## config.mk

```make
export PLATFORM = sky130hd
export DESIGN_NAME = daq_page_ring
export DESIGN_NICKNAME = d
export VERILOG_FILES = /design/src/rtl/daq_page_ring.sv
export SDC_FILE = /design/constraint.sdc
export NUM_CORES = 1
export LEC_CHECK = 0
export ABC_AREA = 1
export BUFFER_PORTS_ARGS = -buffer_cell sky130_fd_sc_hd__buf_2
export CAP_MARGIN = 20
export CORE_MARGIN = 5
export CORE_UTILIZATION = 50
export CTS_CLUSTER_DIAMETER = 80
export CTS_CLUSTER_SIZE = 40
export DETAILED_ROUTE_END_ITERATION = 6
export GPL_ROUTABILITY_DRIVEN = 0
export GPL_TIMING_DRIVEN = 0
export PLACE_DENSITY = 0.63
export RECOVER_POWER = 100
export SYNTH_ARGS = -nofsm -noshare
export SYNTH_HDL_FRONTEND = slang
export SYNTH_SLANG_ARGS = --single-unit
```

## constraint.sdc

```tcl
create_clock -name clk -period 7 [get_ports clk]
set_input_delay 0.7 -clock clk [delete_from_list [all_inputs] [get_ports clk]]
set_output_delay 0.7 -clock clk [all_outputs]
set_load 0.01 [all_outputs]
```

## src/rtl/daq_page_ring.sv

```systemverilog
// Page-ring buffer manager: frames an event stream into fixed-size RAM pages and tracks per-page lengths.
// Optional DAQ_PAGE_RING_STATS_EN adds evt_count / hwm_occ statistics outputs.
module daq_page_ring #(
  parameter int DATA_W          = 32,
  parameter int LOG2_NPAGES     = 6,
  parameter int LOG2_PAGE_WORDS = 9,
  parameter int MEM_AW          = LOG2_NPAGES + LOG2_PAGE_WORDS,
  parameter int LEN_W           = LOG2_PAGE_WORDS + 3
) (
  input  logic                   clk,
  input  logic                   reset_n,
  input  logic                   clear,
  input  logic [1:0]             cfg_page_mode,
  input  logic [LOG2_NPAGES-1:0] cfg_busy_on,
  input  logic [LOG2_NPAGES-1:0] cfg_busy_off,
  input  logic                   wr_valid,
  input  logic [DATA_W-1:0]      wr_data,
  input  logic                   wr_last,
  output logic                   mem_we,
  output logic [MEM_AW-1:0]      mem_addr,
  output logic [DATA_W-1:0]      mem_wdata,
  output logic                   rd_avail,
  output logic [LOG2_NPAGES-1:0] rd_page,
  output logic [LEN_W:0]         rd_len,
  input  logic                   rd_release,
  output logic [LOG2_NPAGES:0]   occupancy,
  output logic                   full,
  output logic                   empty,
  output logic                   busy,
  output logic [15:0]            drop_count,
  output logic [1:0]             mode_active
`ifdef DAQ_PAGE_RING_STATS_EN
  ,
  output logic [31:0]            evt_count,
  output logic [LOG2_NPAGES:0]   hwm_occ
`endif
);

  localparam int NPAGES = 1 << LOG2_NPAGES;

  typedef enum logic [1:0] {IDLE, ACCEPT, DROP} state_t;

  state_t                 state, state_nxt;
  logic [LOG2_NPAGES-1:0] w_page, r_page, pmask;
  logic [LOG2_NPAGES:0]   occ, occ_nxt;
  logic [LEN_W-1:0]       cnt, cap, len_new;
  logic                   ovf, ovf_new;
  logic [LEN_W:0]         len_tab [NPAGES];
  logic [1:0]             cfg_mode;
  logic                   take, drop_word, room, wr_fire, commit, rel, latch;
  logic [MEM_AW-1:0]      addr_c;

  always_comb begin
    cfg_mode  = (cfg_page_mode == 2'd3) ? 2'd2 : cfg_page_mode;
    pmask     = {LOG2_NPAGES{1'b1}} >> mode_active;
    cap       = {{(LEN_W-1){1'b0}}, 1'b1} << (LOG2_PAGE_WORDS + mode_active);
    full      = (occ == {1'b0, pmask});
    empty     = (occ == '0);
    rd_avail  = !empty;
    take      = wr_valid && ((state == IDLE && !full) || state == ACCEPT);
    drop_word = wr_valid && ((state == IDLE && full) || state == DROP);
    room      = (cnt < cap);
    wr_fire   = take && room;
    commit    = take && wr_last;
    rel       = rd_release && !empty;
    occ_nxt   = occ + {{LOG2_NPAGES{1'b0}}, commit} - {{LOG2_NPAGES{1'b0}}, rel};
    len_new   = room ? cnt + 1'b1 : cnt;
    ovf_new   = ovf | !room;
    // Mode only changes on a quiet, empty ring so no page straddles two geometries
    latch     = empty && state == IDLE && !wr_valid && (cfg_mode != mode_active);
    addr_c    = (MEM_AW'(w_page & pmask) << (LOG2_PAGE_WORDS + mode_active)) | MEM_AW'(cnt);
    occupancy = occ;
    rd_page   = r_page;
    rd_len    = empty ? '0 : len_tab[r_page];
  end

  // Accept/drop is decided on the first word; single-word events never leave IDLE
  always_comb begin
    state_nxt = state;
    case (state)
      IDLE:    if (wr_valid && !wr_last) state_nxt = full ? DROP : ACCEPT;
      ACCEPT,
      DROP:    if (wr_valid && wr_last) state_nxt = IDLE;
      default: state_nxt = IDLE;
    endcase
  end

  always_ff @(posedge clk or negedge reset_n) begin
    if (!reset_n) begin
      state       <= IDLE;
      w_page      <= '0;
      r_page      <= '0;
      occ         <= '0;
      cnt         <= '0;
      ovf         <= 1'b0;
      mem_we      <= 1'b0;
      mem_addr    <= '0;
      mem_wdata   <= '0;
      busy        <= 1'b0;
      drop_count  <= '0;
      mode_active <= 2'd0;
    end else if (clear) begin
      state       <= IDLE;
      w_page      <= '0;
      r_page      <= '0;
      occ         <= '0;
      cnt         <= '0;
      ovf         <= 1'b0;
      mem_we      <= 1'b0;
      mem_addr    <= '0;
      mem_wdata   <= '0;
      busy        <= 1'b0;
      drop_count  <= '0;
      mode_active <= cfg_mode;
    end else begin
      state  <= state_nxt;
      mem_we <= wr_fire;
      if (wr_fire) begin
        mem_addr  <= addr_c;
        mem_wdata <= wr_data;
      end
      if (commit) begin
        cnt    <= '0;
        ovf    <= 1'b0;
        w_page <= (w_page + 1'b1) & pmask;
      end else if (take) begin
        cnt <= len_new;
        ovf <= ovf_new;
      end
      if (rel) r_page <= (r_page + 1'b1) & pmask;
      occ <= occ_nxt;
      if (drop_word && wr_last && drop_count != 16'hFFFF) drop_count <= drop_count + 16'd1;
      // Release threshold takes priority over assert threshold
      if (occ_nxt == '0 || occ_nxt <= {1'b0, cfg_busy_off}) busy <= 1'b0;
      else if (occ_nxt >= {1'b0, cfg_busy_on})             busy <= 1'b1;
      if (latch) begin
        mode_active <= cfg_mode;
        w_page      <= '0;
        r_page      <= '0;
      end
    end
  end

  // Length table needs no reset: rd_len is masked while the ring is empty
  always_ff @(posedge clk) begin
    if (reset_n && !clear && commit) len_tab[w_page] <= {ovf_new, len_new};
  end

`ifdef DAQ_PAGE_RING_STATS_EN
  always_ff @(posedge clk or negedge reset_n) begin
    if (!reset_n) begin
      evt_count <= '0;
      hwm_occ   <= '0;
    end else if (clear) begin
      evt_count <= '0;
      hwm_occ   <= '0;
    end else begin
      if (commit) evt_count <= evt_count + 32'd1;
      if (occ_nxt > hwm_occ) hwm_occ <= occ_nxt;
    end
  end
`endif

endmodule

```

==> results of run 1 <==
cells by family after synthesis:
family / synth area share
xor+xnor: 0.006578
compound gates: 0.02416
mux: 0.0002425
flops: 0.6666
other cells: 0.00009086
fa+ha+maj: 0.01140
simple gates: 0.2284
buf+inv: 0.06254
worst min-delay path by stage:
stage	from	to	slack, ps	depth (start not counted)
after CTS	reset_n	cnt[3]$_DFFE_PN0P_	50	1
after detailed placement	mem_wdata[6]$_DFFE_PN0P_	mem_wdata[6]$_DFFE_PN0P_	490	2
after global routing	wr_data[9]	mem_wdata[9]$_DFFE_PN0P_	230	3
after global placement	mem_wdata[20]$_DFFE_PN0P_	mem_wdata[20]$_DFFE_PN0P_	490	2
after floorplan	reset_n	busy$_DFFE_PN0P_	400	0
final	wr_data[30]	mem_wdata[30]$_DFFE_PN0P_	230	3
layout make-up:
| class | count | area share |
|---|---|---|
| inverter | 435 | 0.03603 |
| clock buffer | 44 | 0.02330 |
| sequential | 933 | 0.6057 |
| clock inverter | 34 | 0.01353 |
| timing repair buffer | 210 | 0.02559 |
| tap | 1070 | 0.02947 |
| buffer | 207 | 0.02036 |
| multi-input combinational | 2567 | 0.2460 |
power groups by stage:
stage	clock network, mW	logic [mW]	registers (mW)
5_1_grt	3.62	4.98	7.04
3_3_place_gp	0	4.40	7.25
3_5_place_dp	0	4.66	7.11
6_report	3.39	4.65	7.03
4_1_cts	3.42	4.67	6.99
2_1_floorplan	0	2.43	7.15
worst reg2reg max path: cells and delay by family, from the launching register on:
kind | cells | cell delay [ps]
fa+ha+maj | 2 | 670
buf+inv | 5 | 2940
simple gates | 4 | 710
compound gates | 2 | 310
flops | 1 | 520
cell usage after synthesis (all sizes together):
cell	n
o2111ai	1
buf	134
and2	2
conb	1
nor2	318
clkbuf	73
or2	13
xor2	24
o21ai	134
a211oi	1
a21boi	1
o211ai	1
a21oi	39
o22ai	8
mux2i	1
inv	435
nand4	22
nand3b	1
ha	36
dfrtp	101
xnor2	7
a21o	2
a31oi	2
edfxtp	832
fa	1
nor3	28
nand2	1441
nand3	477
o31ai	2
nor4	1
a22oi	1
nor3b	2
state kept, by name, indices dropped and copies added (netlist names):
signal	cells
len_tab	832
mem_wdata	32
drop_count	16
mem_addr	15
cnt	12
occupancy	7
rd_page	6
w_page	6
mode_active	2
state	2
busy	1
mem_we	1
ovf	1
routing by layer:
layer  share of wire  global-route usage
met2            0.46              0.4534
met3           0.099             0.04780
met4           0.043              0.1062
met5               0                   0
met1            0.40              0.3925
==> PnR_summary.wiki, run 1 <==
{| class="wikitable"
! Metric !! Value
|-
| Critical setup path kind || register to register
|-
| Combinational cell fraction of total power || 0.308
|-
| Yosys warning count || 0
|-
| Grt total ovfl || 0
|-
| P per Cell Area || 331.8 nW/um2
|-
| Tightest Hold Check Type || input port to register
|-
| Row cnt || ~110
|-
| Count of routing violations after the opening detailed-route iteration || between 3000 and 4000
|-
| Hold_ws || about 230 ps
|-
| Violations in the final reports || DRC, capacitance limit, slew limit
|-
| Number of vias per cell || 5.544
|-
| Number of max-slew violations in the final report || approximately 260
|-
| Vert. Die Dim || 297.3 um
|-
| Setup Buffers After CTS || 0
|-
| Worst path buffer plus inverter count || 5
|-
| Pre-CTS worst setup slack || 2567 ps
|-
| Main area contributors after synthesis || sky130_fd_sc_hd__edfxtp_1, sky130_fd_sc_hd__nand2_1, sky130_fd_sc_hd__dfrtp_1, sky130_fd_sc_hd__nand3_1, sky130_fd_sc_hd__inv_1
|-
| Total chip power || 15.07 mW
|-
| Final clock skew || 32.88 ps
|-
| DRT Wirelength || 128000 um
|-
| Top achievable clock speed || 0.1750 GHz
|-
| Slowest-stage cell, CP || sky130_fd_sc_hd__clkinvlp_2
|-
| Dominant cell type by area after synthesis || sky130_fd_sc_hd__edfxtp_1
|-
| Effective utilization at floorplan || 0.5035
|-
| Final #Nets || 4485
|-
| Setup TNS || 0 ps
|-
| Via count || 30492
|-
| Top library cells by usage in the layout, fill and taps aside || sky130_fd_sc_hd__nand2_1, sky130_fd_sc_hd__edfxtp_1, sky130_fd_sc_hd__nand3_1
|-
| Worst setup path startpoint || mode_active[1]$_DFFE_PN0P_
|-
| Switching Power || 5.780 mW
|-
| Residual DRC || 1
|-
| Reg2Reg Capture Point || len_tab[9][6]$_DFFE_PP_
|-
| Internal cell power || slightly above 9 mW
|-
| First-pass iteration count of the detailed router || 7
|-
| Clock network fraction of total power || 0.225
|-
| Number of unique standard cell types used by synthesis || 43
|-
| Worst R2R Setup Slack || approximately 1300 ps
|-
| Launching element type of the critical path || register
|-
| Clock tree root buffer cell || sky130_fd_sc_hd__clkbuf_16
|-
| Synthesized Nets || 4231
|-
| Peak supply drop || 0.2224 mV
|-
| Post-cts sizing count || 0
|-
| Worst path max stage delay || 1110 ps
|-
| Synth Register Bits || 933
|-
| Worst-path clk slew || 130 ps
|-
| End-of-flow core utilization || 0.5541
|-
| Aggregate global-route resource usage || 0.2828
|-
| Highest net fanout along the worst path || 42
|-
| Total number of clock tree sinks || 933
|-
| Final count of hold timing violations || 0
|-
| CTS Hold Bufs || 0
|-
| Count of nets left with antenna violations after detail routing || 0
|-
| Largest net degree at the start of global routing || 66
|-
| Area occupied by multi-input gates || 11180 um2
|-
| Post-synthesis instance area || 41270 um2
|-
| Via count of the first global-routing pass || 28673
|-
| Min setup slack post-route || 1287 ps
|-
| Worst EP arrival || 5870 ps
|-
| Antenna cell count || 0
|-
| Critical path depth in cells || 13
|-
| Dpl cell area || 44320 um2
|-
| Longest Clk Path Bufs || 3
|-
| Number of input and output port buffers inserted || between 100 and 150
|-
| Count of maximum capacitance violations || 8
|-
| Critical path endpoint category || register
|-
| Top-level I/O count || 148
|-
| Number of non-filler instances in the completed layout || 5500
|-
| Antenna violations before repair || 1
|-
| Wire length of the first global-routing pass || 186700 um
|-
| Remaining max-slew budget at the tightest pin || -1.494
|-
| Leakage component of the power || about 19 nW
|-
| Cell family with most CP delay || buffers and inverters
|-
| Outcome || finished, violations left
|-
| Post-synth top area share || 0.6053
|-
| Register area || about 28000 um2
|-
| CTS buffer count || 42
|-
| Final instance area || ~45000 um2
|-
| Die X-Extent || 297.3 um
|-
| Proportion of synthesized chip area in sequential cells || 0.6666
|-
| Detailed Place HPWL || between 90000 and 100000 um
|-
| Switching part of the total power || 0.3835
|-
| Total core area || around 82000 um2
|-
| Die Area || 88390 um2
|-
| Mean instance size in the synthesized netlist || approximately 10 um2
|-
| Share of the clock period used by the worst path after layout || 0.8161
|-
| Reg-to-Reg Start || mode_active[1]$_DFFE_PN0P_
|-
| Area growth syn-to-layout || 10.05%
|-
| Destination of the critical timing path || len_tab[9][6]$_DFFE_PP_
|-
| Clock period minus final worst setup slack || 5713 ps
|-
| Worst Reg2Reg Path Length in Cells || 13
|-
| Dpl cells || 5422
|-
| FILL cells || 7229
|-
| Worst EP required || 7160 ps
|-
| Total number of H-tree levels || 2
|-
| Setup repair after global routing missed its margin || false
|-
| Cell chain of the critical path || inv_1 > ha_1 > inv_1 > ha_1 > a21o_1 > nand3_1 > nand3_1 > nor2_1 > clkbuf_1 > nand2_1 > o21ai_0 > clkinvlp_2 > clkbuf_2
|-
| Drt wl/cell || about 23 um
|-
| Syn Inst Count || 4142
|-
| TritonCTS clock tree || done
|-
| Pin slew with the least headroom to its limit || 3702 ps
|-
| Final setup fails || 0
|-
| Source-to-sink clock delay at the later pin of the worst-skew pair || 660 ps
|-
| Most common cell after layout, fill and taps aside || sky130_fd_sc_hd__nand2_1
|-
| Sequential Power Share || 0.467
|-
| Ratio of cells with drive above 1 in the final layout || 0.06411
|}
(Power assumes the default switching activity.)
==> run 2, diff against run 1 <==
- ABC_AREA: 1 -> 0
- clock period: 7 -> 5.4 ns (I/O delays scaled with it)
==> run 2 against run 1 <==
The flow still finishes with violations (DRC, capacitance limit, slew limit). Cell count shrank 39%. Global-route usage shrank 4.9 points. Hold slack lost 110 ps. Non-clock buffer count shrank 58. First-iteration DRC count shrank 41%. Design area shrank 8.0%. Count of clock-buffer cells in the layout shrank 2. Die area shrank 7.7%. Area after synthesis shrank 8.0%. Clock skew grew 3.8 ps. Highest routed layer is now met5. Register-to-register slack lost 1000 ps. Routed wire length shrank 25%.
==> PnR_summary.wiki, run 2 <==
{| class="wikitable"
! Metric !! Value
|-
| Clock period minus final worst setup slack || 5131 ps (was 5713 ps)
|-
| Area share of and/or/nand/nor cells after synthesis || 0.04404 (was 0.2284)
|-
| Most common cell after layout, fill and taps aside || sky130_fd_sc_hd__edfxtp_1 (was sky130_fd_sc_hd__nand2_1)
|-
| Source-to-sink clock delay at the later pin of the worst-skew pair || 630 ps (was 660 ps)
|-
| Vert. Die Dim || 285.6 um (was 297.3 um)
|-
| Highest net fanout along the worst path || 10 (was 42)
|-
| Register area || 27510 um2 (unchanged)
|-
| Row cnt || 101 (was 105)
|-
| Top post-synthesis cells by count || sky130_fd_sc_hd__edfxtp_1, sky130_fd_sc_hd__mux4_2, sky130_fd_sc_hd__nor2_1, sky130_fd_sc_hd__dfrtp_1, sky130_fd_sc_hd__mux2i_1 (was sky130_fd_sc_hd__nand2_1, sky130_fd_sc_hd__edfxtp_1, sky130_fd_sc_hd__nand3_1, sky130_fd_sc_hd__inv_1, sky130_fd_sc_hd__nor2_1)
|-
| Synth Register Bits || 933 (unchanged)
|-
| Final setup fails || 0 (unchanged)
|-
| Ratio of cells with drive above 1 in the final layout || 0.1689 (was 0.06411)
|-
| TritonCTS clock tree || done (unchanged)
|-
| Drt wl/cell || 28.70 um (was 23.27 um)
|-
| Syn Inst Count || 2071 (was 4142)
|-
| Total number of H-tree levels || 2 (unchanged)
|-
| Number of unique standard cell types used by synthesis || 74 (was 43)
|-
| Detailed Place HPWL || 69480 um (was 90180 um)
|-
| Setup repair after global routing missed its margin || false (unchanged)
|-
| Worst-path clk slew || 120 ps (was 130 ps)
|-
| Mux share of post-synthesis cell area || 0.1351 (was 0.0002425)
|-
| Tightest Hold Check Type || input port to register (unchanged)
|-
| Fraction of the mapped netlist area in adder cells || 0.01239 (was 0.01140)
|-
| Antenna violations before repair || 3 (was 1)
|-
| Top-level I/O count || 148 (unchanged)
|-
| Launching element type of the critical path || register (unchanged)
|-
| Grt total ovfl || 0 (unchanged)
|-
| Remaining max-slew budget at the tightest pin || -0.5085 (was -1.494)
|-
| Top achievable clock speed || 0.1949 GHz (was 0.1750 GHz)
|-
| Violations in the final reports || DRC, capacitance limit, slew limit (unchanged)
|-
| Total number of clock tree sinks || 933 (unchanged)
|-
| Total core area || 75700 um2 (was 81980 um2)
|-
| Setup TNS || 0 ps (unchanged)
|-
| Pin slew with the least headroom to its limit || 2255 ps (was 3702 ps)
|-
| Synthesized-area fraction occupied by ao, oa, aoi and oai cells || 0.05283 (was 0.02416)
|-
| Count of routing violations after the opening detailed-route iteration || 2183 (was 3688)
|-
| Largest net degree at the start of global routing || 61 (was 66)
|-
| Largest family of logic cells by synthesized area || multiplexers (was simple AND/OR/NAND/NOR gates)
|-
| Critical path endpoint category || register (unchanged)
|-
| Peak supply drop || 0.2993 mV (was 0.2224 mV)
|-
| Hold_ws || 121.7 ps (was 234.1 ps)
|-
| Final instance area || 41800 um2 (was 45420 um2)
|-
| Count of nets left with antenna violations after detail routing || 0 (unchanged)
|-
| Main area contributors after synthesis || sky130_fd_sc_hd__edfxtp_1, sky130_fd_sc_hd__mux4_2, sky130_fd_sc_hd__dfrtp_1, sky130_fd_sc_hd__mux2i_1, sky130_fd_sc_hd__ha_1 (was sky130_fd_sc_hd__edfxtp_1, sky130_fd_sc_hd__nand2_1, sky130_fd_sc_hd__dfrtp_1, sky130_fd_sc_hd__nand3_1, sky130_fd_sc_hd__inv_1)
|-
| Via count || 20744 (was 30492)
|-
| Setup Buffers After CTS || 0 (unchanged)
|-
| Share of synthesized flip-flops with an asynchronous set or reset || 0.1083 (unchanged)
|-
| Dpl cell area || 41290 um2 (was 44320 um2)
|-
| Area occupied by multi-input gates || 9605 um2 (was 11180 um2)
|-
| Worst R2R Setup Slack || 270 ps (was 1290 ps)
|-
| Dominant cell type by area after synthesis || sky130_fd_sc_hd__edfxtp_1 (unchanged)
|-
| Number of enable-type register cells in the synthesized netlist || 832 (unchanged)
|-
| Min setup slack post-route || 268.7 ps (was 1287 ps)
|-
| Longest Clk Path Bufs || 3 (unchanged)
|-
| Yosys warning count || 0 (unchanged)
|-
| Proportion of synthesized chip area in sequential cells || 0.7243 (was 0.6666)
|-
| First-pass iteration count of the detailed router || 7 (unchanged)
|-
| Post-synthesis instance area || 37990 um2 (was 41270 um2)
|-
| Via count of the first global-routing pass || 20610 (was 28673)
|-
| Effective utilization at floorplan || 0.5018 (was 0.5035)
|-
| Flip-flop count of the largest register after layout || 832 (unchanged)
|-
| Clock tree root buffer cell || sky130_fd_sc_hd__clkbuf_16 (unchanged)
|-
| FILL cells || 5908 (was 7229)
|-
| Most numerous cell in the Yosys netlist || sky130_fd_sc_hd__edfxtp_1 (was sky130_fd_sc_hd__nand2_1)
|-
| Register with the most flip-flops || len_tab (unchanged)
|-
| Pre-CTS worst setup slack || 226.0 ps (was 2567 ps)
|-
| Ys flop type || sky130_fd_sc_hd__edfxtp_1 (unchanged)
|-
| Top flop regs || len_tab: 832 flops, mem_wdata: 32 flops, drop_count: 16 flops (unchanged)
|-
| Top library cells by usage in the layout, fill and taps aside || sky130_fd_sc_hd__edfxtp_1, sky130_fd_sc_hd__clkbuf_1, sky130_fd_sc_hd__mux4_2 (was sky130_fd_sc_hd__nand2_1, sky130_fd_sc_hd__edfxtp_1, sky130_fd_sc_hd__nand3_1)
|-
| Final count of hold timing violations || 0 (unchanged)
|-
| Share of the clock period used by the worst path after layout || 0.9502 (was 0.8161)
|-
| Synthesized-area fraction occupied by xor and xnor cells || 0.008531 (was 0.006578)
|-
| P per Cell Area || 364.5 nW/um2 (was 331.8 nW/um2)
|-
| Leakage component of the power || 13.19 nW (was 18.90 nW)
|-
| DRT Wirelength || 96450 um (was 128000 um)
|-
| Worst EP required || 5650 ps (was 7160 ps)
|-
| Aggregate global-route resource usage || 0.2334 (was 0.2828)
|-
| Number of vias per cell || 6.174 (was 5.544)
|-
| Critical setup path kind || register to register (unchanged)
|-
| Number of input and output port buffers inserted || 147 (unchanged)
|-
| Synthesized Nets || 2160 (was 4231)
|-
| Die X-Extent || 285.6 um (was 297.3 um)
|-
| Area growth syn-to-layout || 10.03% (was 10.05%)
|-
| Post-synth top area share || 0.6577 (was 0.6053)
|-
| Final #Nets || 2441 (was 4485)
|-
| Number of max-slew violations in the final report || 123 (was 256)
|-
| CTS buffer count || 37 (was 42)
|-
| Wire length of the first global-routing pass || 140700 um (was 186700 um)
|-
| Residual DRC || 1 (unchanged)
|-
| Worst EP arrival || 5380 ps (was 5870 ps)
|-
| Outcome || finished, violations left (unchanged)
|-
| Final clock skew || 36.69 ps (was 32.88 ps)
|-
| Die Area || 81580 um2 (was 88390 um2)
|-
| Count of maximum capacitance violations || 6 (was 8)
|-
| Mean instance size in the synthesized netlist || 18.34 um2 (was 9.965 um2)
|}
[run 2: cell families after synthesis]
kind of cell               after synthesis
DFF                                    933
and+or+nand+nor                        343
AOI/OAI and AO/OA                      281
muxes                                  280
buffers and inverters                  159
adders and majority gates               37
xor gates and xnor gates                37
other                                    1
[run 2: path summary, 6_finish.rpt]
check	start	endpoint	cells after the start
hold reg to reg	mem_addr[10]$_DFFE_PN0P_	mem_addr[10]$_DFFE_PN0P_	2
setup / recovery	mode_active[0]$_DFFE_PN0P_	len_tab[23][9]$_DFFE_PP_	11
max in group asynchronous	reset_n	cnt[4]$_DFFE_PN0P_	3
min in group asynchronous	reset_n	mem_wdata[6]$_DFFE_PN0P_	2
setup reg to reg	mode_active[0]$_DFFE_PN0P_	len_tab[23][9]$_DFFE_PP_	11
hold / removal	wr_data[10]	mem_wdata[10]$_DFFE_PN0P_	2
[run 2: metal layers]
| metal | part of all wire | GRT usage |
|---|---|---|
| met4 | 0.029 | 0.05869 |
| met3 | 0.083 | 0.04199 |
| met2 | 0.48 | 0.3783 |
| met5 | 0.00012 | 0 |
| met1 | 0.41 | 0.3342 |
[run 2: layout make-up]
type                       count  area share
antenna                        2   0.0001197
buffer                       117     0.01658
clock buffer                  42     0.02362
clock inverter                25    0.009071
inverter                      42    0.003772
multi-input combinational    979      0.2298
sequential                   933      0.6582
tap                          978     0.02928
timing repair buffer         242     0.02949
[run 2: power breakdown]
part	internal, mW	switching, mW
Combinational	1.37	1.99
Clock	1.52	2.39
Sequential	7.90	0.0661
Total	10.8	4.44
[run 2: worst max-delay path, cell delays in order, from the launching register on]
cell	delay, ps
sky130_fd_sc_hd__dfrtp_1	440
sky130_fd_sc_hd__clkbuf_2	270
sky130_fd_sc_hd__inv_1	150
sky130_fd_sc_hd__ha_1	370
sky130_fd_sc_hd__xnor2_1	190
sky130_fd_sc_hd__a41oi_1	370
sky130_fd_sc_hd__o21bai_1	160
sky130_fd_sc_hd__buf_2	220
sky130_fd_sc_hd__nor2_1	420
sky130_fd_sc_hd__nand3_1	760
sky130_fd_sc_hd__nor2_1	900
sky130_fd_sc_hd__clkbuf_1	500
[run 2: through the flow]
step	utilization	std cells	total power, mW
6_report	0.5521	3360	15.23
5_1_grt	0.5521	3360	15.77
4_1_cts	0.5637	3358	15.38
3_5_place_dp	0.5455	3290	11.55
3_3_place_gp	0.5277	3196	11.48
2_1_floorplan	-	2071	10.35
[run 2: repair_timing]
item | 4_1_cts | 5_1_grt
hold buffers | 1 | 0
gates resized for setup | 0 | 3
setup endpoints to repair | 0 | 1
hold endpoints to repair | 23 | 0
